<file path="src/rtl/dft_pkg.sv">
// Shared constants for the DFT datapath chain.
// Default word/address widths and a helper for FIFO capacity.
package dft_pkg;

    localparam int DFT_DATA_W = 12;
    localparam int DFT_ADDR_W = 8;

    function automatic int fifo_depth(input int addr_w);
        return 1 << addr_w;
    endfunction

endpackage

</file>
<file path="src/rtl/dft_sample_fifo_if.sv">
// Write/read handshake and status bundle of the DFT sample FIFO.
// master = producer/consumer side, slave = the FIFO itself.
interface dft_sample_fifo_if
    import dft_pkg::*;
#(
    parameter int DATA_W = DFT_DATA_W,
    parameter int ADDR_W = DFT_ADDR_W
);

    logic [DATA_W-1:0] wdata;
    logic              wr;
    logic              full;
    logic              afull;
    logic              overflow;
    logic [DATA_W-1:0] rdata;
    logic              rd;
    logic              rvalid;
    logic              empty;
    logic              aempty;
    logic              underflow;
    logic [ADDR_W:0]   level;
    logic              clr_err;

    modport master (
        output wdata, wr, rd, clr_err,
        input  full, afull, overflow, rdata, rvalid, empty, aempty, underflow, level
    );

    modport slave (
        input  wdata, wr, rd, clr_err,
        output full, afull, overflow, rdata, rvalid, empty, aempty, underflow, level
    );

endinterface

</file>
<file path="src/rtl/dft_fifo_ram.sv">
// Simple dual-port RAM, one write and one registered read port, no reset,
// written so that it infers block RAM (EBR on iCE40UP).
module dft_fifo_ram #(
    parameter int DATA_W = 12,
    parameter int ADDR_W = 8
) (
    input  logic              clk,
    input  logic              we,
    input  logic [ADDR_W-1:0] waddr,
    input  logic [DATA_W-1:0] wdata,
    input  logic              re,
    input  logic [ADDR_W-1:0] raddr,
    output logic [DATA_W-1:0] rdata
);

    logic [DATA_W-1:0] mem [0:(2**ADDR_W)-1];

    always_ff @(posedge clk) begin
        if (we)
            mem[waddr] <= wdata;
        if (re)
            rdata <= mem[raddr];
    end

endmodule

</file>
<file path="src/rtl/dft_sample_fifo.sv">
// Synchronous FIFO for ADC samples / spectral words with optional FWFT,
// programmable almost flags, occupancy count and sticky error flags.
module dft_sample_fifo
    import dft_pkg::*;
#(
    parameter int ADDR_W    = DFT_ADDR_W,
    parameter int DATA_W    = DFT_DATA_W,
    parameter int FWFT      = 0,
    parameter int AFULL_TH  = (2**ADDR_W) - 4,
    parameter int AEMPTY_TH = 4
) (
    input  logic               clk,
    input  logic               rst,
    dft_sample_fifo_if.slave   bus
);

    localparam int DEPTH = fifo_depth(ADDR_W);
    localparam logic [ADDR_W:0] DEPTH_L  = (ADDR_W+1)'(DEPTH);
    localparam logic [ADDR_W:0] AFULL_L  = (ADDR_W+1)'(AFULL_TH);
    localparam logic [ADDR_W:0] AEMPTY_L = (ADDR_W+1)'(AEMPTY_TH);

    if (AFULL_TH <= 0 || AFULL_TH > DEPTH || AEMPTY_TH < 0 || AEMPTY_TH >= DEPTH) begin : g_bad_param
        $error("dft_sample_fifo: illegal AFULL_TH/AEMPTY_TH for DEPTH");
    end

    logic [ADDR_W-1:0] wr_ptr;
    logic [ADDR_W-1:0] rd_ptr;
    logic [ADDR_W:0]   level;
    logic              overflow_q;
    logic              underflow_q;
    logic              full_i;
    logic              empty_i;
    logic              wr_ok;
    logic              rd_ok;
    logic              ram_re;
    logic [DATA_W-1:0] ram_q_p1;

    assign full_i = (level == DEPTH_L);
    assign wr_ok  = bus.wr && !full_i;
    assign rd_ok  = bus.rd && !empty_i;

    dft_fifo_ram #(.DATA_W(DATA_W), .ADDR_W(ADDR_W)) u_ram (
        .clk   (clk),
        .we    (wr_ok),
        .waddr (wr_ptr),
        .wdata (bus.wdata),
        .re    (ram_re),
        .raddr (rd_ptr),
        .rdata (ram_q_p1)
    );

    always_ff @(posedge clk) begin
        if (rst) begin
            wr_ptr      <= '0;
            rd_ptr      <= '0;
            level       <= '0;
            overflow_q  <= 1'b0;
            underflow_q <= 1'b0;
        end else begin
            if (wr_ok)
                wr_ptr <= wr_ptr + ADDR_W'(1);
            if (ram_re)
                rd_ptr <= rd_ptr + ADDR_W'(1);
            if (wr_ok && !rd_ok)
                level <= level + (ADDR_W+1)'(1);
            else if (!wr_ok && rd_ok)
                level <= level - (ADDR_W+1)'(1);
            // Setting an error wins over clearing it in the same cycle.
            if (bus.wr && full_i)
                overflow_q <= 1'b1;
            else if (bus.clr_err)
                overflow_q <= 1'b0;
            if (bus.rd && empty_i)
                underflow_q <= 1'b1;
            else if (bus.clr_err)
                underflow_q <= 1'b0;
        end
    end

    if (FWFT == 0) begin : g_std
        logic rvalid_q;
        logic rd_seen;

        assign empty_i = (level == '0);
        assign ram_re  = rd_ok;

        // The RAM output register has no reset; rdata reads as zero until the first pop.
        always_ff @(posedge clk) begin
            if (rst) begin
                rvalid_q <= 1'b0;
                rd_seen  <= 1'b0;
            end else begin
                rvalid_q <= rd_ok;
                if (rd_ok)
                    rd_seen <= 1'b1;
            end
        end

        assign bus.rdata  = rd_seen ? ram_q_p1 : '0;
        assign bus.rvalid = rvalid_q;
    end else begin : g_fwft
        logic [ADDR_W:0]   ram_cnt;
        logic              vld_p1;
        logic              vld_p2;
        logic [DATA_W-1:0] data_p2;
        logic              pf_load;

        // ---- stage p1: RAM read register; stage p2: head-of-queue prefetch ----
        assign empty_i = !vld_p2;
        assign pf_load = vld_p1 && (!vld_p2 || rd_ok);
        assign ram_re  = (ram_cnt != '0) && (!vld_p1 || pf_load);

        always_ff @(posedge clk) begin
            if (rst) begin
                ram_cnt <= '0;
                vld_p1  <= 1'b0;
                vld_p2  <= 1'b0;
                data_p2 <= '0;
            end else begin
                if (wr_ok && !ram_re)
                    ram_cnt <= ram_cnt + (ADDR_W+1)'(1);
                else if (!wr_ok && ram_re)
                    ram_cnt <= ram_cnt - (ADDR_W+1)'(1);
                if (ram_re)
                    vld_p1 <= 1'b1;
                else if (pf_load)
                    vld_p1 <= 1'b0;
                if (pf_load) begin
                    vld_p2  <= 1'b1;
                    data_p2 <= ram_q_p1;
                end else if (rd_ok) begin
                    vld_p2  <= 1'b0;
                end
            end
        end

        assign bus.rdata  = data_p2;
        assign bus.rvalid = vld_p2;
    end

    assign bus.full      = full_i;
    assign bus.afull     = (level >= AFULL_L);
    assign bus.aempty    = (level <= AEMPTY_L);
    assign bus.empty     = empty_i;
    assign bus.level     = level;
    assign bus.overflow  = overflow_q;
    assign bus.underflow = underflow_q;

endmodule

</file>
<file path="src/flat_wrapper.sv">
// flat-port wrapper written by rule: the top's interface ports become plain ports
module dft_sample_fifo_flat import dft_pkg::*;
#(
    parameter int ADDR_W    = DFT_ADDR_W,
    parameter int DATA_W    = DFT_DATA_W,
    parameter int FWFT      = 0,
    parameter int AFULL_TH  = (2**ADDR_W) - 4,
    parameter int AEMPTY_TH = 4
)
  (clk, rst, bus_wdata, bus_wr, bus_rd, bus_clr_err, bus_full, bus_afull, bus_overflow, bus_rdata, bus_rvalid, bus_empty, bus_aempty, bus_underflow, bus_level);
  dft_sample_fifo_if #(.DATA_W(DATA_W), .ADDR_W(ADDR_W)) bus_i ();
  input  logic clk;
  input  logic rst;
  input wire logic [$bits(bus_i.wdata)-1:0] bus_wdata;
  input wire logic [$bits(bus_i.wr)-1:0] bus_wr;
  input wire logic [$bits(bus_i.rd)-1:0] bus_rd;
  input wire logic [$bits(bus_i.clr_err)-1:0] bus_clr_err;
  output wire logic [$bits(bus_i.full)-1:0] bus_full;
  output wire logic [$bits(bus_i.afull)-1:0] bus_afull;
  output wire logic [$bits(bus_i.overflow)-1:0] bus_overflow;
  output wire logic [$bits(bus_i.rdata)-1:0] bus_rdata;
  output wire logic [$bits(bus_i.rvalid)-1:0] bus_rvalid;
  output wire logic [$bits(bus_i.empty)-1:0] bus_empty;
  output wire logic [$bits(bus_i.aempty)-1:0] bus_aempty;
  output wire logic [$bits(bus_i.underflow)-1:0] bus_underflow;
  output wire logic [$bits(bus_i.level)-1:0] bus_level;
  assign bus_i.wdata = bus_wdata;
  assign bus_i.wr = bus_wr;
  assign bus_i.rd = bus_rd;
  assign bus_i.clr_err = bus_clr_err;
  assign bus_full = bus_i.full;
  assign bus_afull = bus_i.afull;
  assign bus_overflow = bus_i.overflow;
  assign bus_rdata = bus_i.rdata;
  assign bus_rvalid = bus_i.rvalid;
  assign bus_empty = bus_i.empty;
  assign bus_aempty = bus_i.aempty;
  assign bus_underflow = bus_i.underflow;
  assign bus_level = bus_i.level;
  dft_sample_fifo #(.ADDR_W(ADDR_W), .DATA_W(DATA_W), .FWFT(FWFT), .AFULL_TH(AFULL_TH), .AEMPTY_TH(AEMPTY_TH)) u_core (.clk(clk), .rst(rst), .bus(bus_i));
endmodule
</file>
<file path="config.mk">
export PLATFORM = sky130hd
export DESIGN_NAME = dft_sample_fifo_flat
export DESIGN_NICKNAME = d
export VERILOG_FILES = /design/src/rtl/dft_pkg.sv /design/src/rtl/dft_sample_fifo_if.sv /design/src/rtl/dft_fifo_ram.sv /design/src/rtl/dft_sample_fifo.sv /design/src/flat_wrapper.sv
export SDC_FILE = /design/constraint.sdc
export NUM_CORES = 2
export LEC_CHECK = 0
export CAP_MARGIN = 20
export CORE_UTILIZATION = 68
export DETAILED_ROUTE_END_ITERATION = 7
export PLACE_DENSITY_LB_ADDON = 0.05
export SYNTH_ARGS = -nofsm -noshare
export SYNTH_HDL_FRONTEND = slang
export SYNTH_SLANG_ARGS = --single-unit
</file>
<file path="constraint.sdc">
create_clock -name clk -period 6.9 [get_ports clk]
set_clock_uncertainty 0.2 [all_clocks]
set_input_delay 1.38 -clock clk [delete_from_list [all_inputs] [get_ports clk]]
set_output_delay 1.38 -clock clk [all_outputs]
set_load 0.05 [all_outputs]
</file>
==> summary.txt <==
Outcome
  – Status: complete, no violations

Setup path
  – Worst path cell trace: or4_1 -> nor3_1 -> clkdlybuf4s50_1
  – Setup crit end kind: primary output
  – Critical Path Sink: bus_full
  – R2R depth: 9
  – CP Max Fanout: 5
  – Crit start category: flip-flop
  – Worst R2R Setup Slack: 2.08 ns
  – Worst r2r dst: u_core.u_ram.rdata[11]
  – Slowest-stage cell, CP: clkdlybuf4s50_1
  – WP data arrival: 3.39 ns
  – Largest stage delay, worst path: 0.93 ns
  – WP data required: 5.32 ns
  – Worst setup path startpoint: u_core.bus.level[4]
  – Setup CP Type: reg -> out
  – RR Startpoint: u_core.rd_ptr[2]

STA
  – Final setup violation count: 0
  – Crit path time final: 4.97 ns
  – RSZ-0062 raised after global routing: no
  – Final Cycle Share: 0.720
  – Worst slew pin tran: 1.40 ns
  – Worst rel slew slack: 0.0699
  – Final setup TNS: 0 ns
  – PnR worst setup slack: 1.93 ns
  – Hold Vio Cnt, Final: 0
  – Peak Freq: 201 MHz
  – Max-slew violations: 0

Placement
  – Placed Area: 124000 um^2
  – PortBufs: 44
  – Final Wtd Congestion: 0.975
  – Placement Setup Slack: 1.67 ns
  – Dpl hpwl: 199000 um

Synth
  – Syn nets: 5666
  – Total number of yosys warnings: 0
  – Synth Area per Inst: 21.4 um^2
  – Post-synthesis sequential area ratio: 0.773
  – Library cells used by synthesis: 77
  – EDFF count, synth: 3084
  – Synth Instances: 5635
  – Top FF cell, synth: edfxtp_1
  – Synth async-reset ratio: 0
  – Post-Syn Area: 121000 um^2
  – Post-synthesis register bit count: 3113

Global routing
  – Gr ovfl total: 0
  – Initial antenna violation count: 13
  – Vias in the first global route: 60200
  – Largest net degree at the start of global routing: 159
  – GRT Overall Usage: 0.381
  – First-pass GRT wire length: 468000 um

Pwr
  – Final Power: 44.8 mW
  – P_leak: 41.2 nW
  – Pwr Density: 335 nW/um^2
  – Max VDD drop: 299 uV

Cells and area
  – Fin area: 134000 um^2
  – Utilization after layout: 0.760
  – Share of cells above drive strength 1: 0.230
  – Synth-to-layout area growth: 11.0%
  – Final nets: 5964
  – Fill cells: 9352

Min path
  – HP Start: u_core.bus.level[7]
  – Hold Crit Class: reg -> reg

Floorplanning
  – Die Ht: 423 um
  – Boundary Pins: 45
  – Row count: 154
  – DIE AREA: 179000 um^2
  – Floorplan die width: 423 um
  – Std-Cell Core Area: 176000 um^2
  – Starting Density: 0.685

CTS
  – CTS tree: done
  – Clock latency on the worst-skew pair: 0.94 ns
  – # H-tree levels: 5
  – CTS Buf Count: 314
  – # hold bufs at CTS: 0
  – CTS max path bufs: 4
  – Clock-pin slew on the worst setup and hold paths: 0.06 ns
  – # Post-CTS Setup Buffers: 0
  – Gates resized, CTS repair: 0
  – # clock sinks: 3113
  – Root Driver: clkbuf_16

Route
  – Initial DRC count: 11100
  – Total wire length: 335000 um
  – DRT antenna net count: 0
  – Post-route DRC violation count: 0
  – Via density: 7.44
  – Routed wire per std cell: 39.5 um
  – DR pass1 iterations: 8
  – Vias: 63200

Flow run
  – Max-Cap Viols: 0
## cells by family (layout without fill, tap and decap cells)
family | count (synthesis) | in the layout | synth area share
AO/OA/AOI/OAI | 573 | 573 | 0.0340
flip-flops | 3113 | 3113 | 0.773
multiplexers | 952 | 952 | 0.149
AND/OR/NAND/NOR | 622 | 622 | 0.0227
other | 0 | 7 | 0
buffers and inverters | 343 | 850 | 0.0185
adder cells (fa/ha/maj) | 14 | 14 | 0.00151
XOR/XNOR | 18 | 18 | 0.00131
## area by class of cell
cell class	count	area, um^2	share of cell area
sequential	3113	93200	0.696
multi-input combinational	2179	25300	0.189
clock buffer	399	8320	0.0622
timing repair buffer	313	3100	0.0232
tap	2340	2930	0.0219
clock inverter	126	957	0.00715
inverter	12	48.8	0.000364
antenna	7	17.5	0.000131
## worst max-delay path, delay by kind of cell (launching register included)
kind / cells / cell delay [ns]
AND/OR/NAND/NOR: 2 / 1.18
flip-flops: 1 / 0.35
buffers and inverters: 1 / 0.93
## synth_stat cells (all sizes together) (12+ instances only)
cell    number  area share
edfxtp    3084        0.77
mux4       678        0.13
nor2       333       0.010
mux2i      267       0.022
buf        197       0.014
clkbuf     134      0.0042
nand2      120      0.0038
a22oi      116      0.0072
a21oi      112      0.0046
a221oi      57      0.0047
o21ai       52      0.0022
a211oi      50      0.0031
nand3       44      0.0019
o22ai       44      0.0023
dfxtp       29      0.0048
o221ai      28      0.0020
and2        23      0.0012
nor3        22     0.00091
a22o        19      0.0014
nor2b       19     0.00099
o211ai      18      0.0011
a31oi       13     0.00067
ha          13      0.0013
nand2b      13     0.00067
nand4       13     0.00067
inv         12     0.00037
xnor2       12     0.00087
## worst min-delay path by stage
stage,to,depth (start not counted)
3_5_place_dp,u_core.bus.level[7],2
6_report,u_core.bus.level[7],2
4_1_cts,u_core.bus.level[7],2
2_1_floorplan,u_core.wr_ptr[3],2
3_3_place_gp,u_core.bus.level[7],2
5_1_grt,u_core.bus.level[6],2
## metrics by stage
stage,instances,hold slack [ns]
after detailed placement,7881,0.359
after floorplan,5635,0.329
after global placement,7856,0.347
after global routing,8482,0.408
final,8489,0.381
after CTS,8406,0.368
## where the power goes
group          internal (mW)  switching, mW
clock                   9.03           6.81
combinational           3.42           4.53
sequential              20.9          0.148
## state kept, by name, indices dropped and copies added (netlist names)
name	cells
u_core.wr_ptr	8
u_core.bus.overflow	1
u_core.g_std.rd_seen	1
u_core.bus.rvalid	1
u_core.bus.underflow	1
u_core.u_ram.mem	3072
u_core.u_ram.rdata	12
u_core.rd_ptr	8
u_core.bus.level	9
## routing by layer
metal | GRT usage | part of all wire
met3 | 0.0997 | 0.14
met4 | 0.197 | 0.060
met5 | 0 | 0.00030
met1 | 0.549 | 0.35
met2 | 0.548 | 0.45
## placed cells by master (no fill, tap or decap), types with 14 or more instances in the layout
cell type,Yosys,layout
edfxtp_1,3084,3084
a22o_1,19,19
o21ai_1,19,19
nand2_1,119,104
clkinv_2,0,42
o211ai_1,18,18
o221ai_1,28,28
nor2b_1,19,14
clkbuf_16,0,319
mux4_2,678,678
a221oi_1,47,47
dfxtp_1,29,22
nand3_1,43,43
clkbuf_1,134,76
buf_6,29,39
o21ai_0,33,33
clkbuf_8,0,20
clkinv_1,0,61
a21oi_1,112,112
clkdlybuf4s50_1,0,32
buf_4,38,191
a22oi_1,116,116
buf_12,15,30
mux2i_1,267,267
o22ai_1,44,44
bufinv_16,0,15
nand2_2,1,15
nor3_1,22,22
and2_1,23,21
a211oi_1,50,50
nor2_1,332,322
Power figures use the tool's default switching activity.
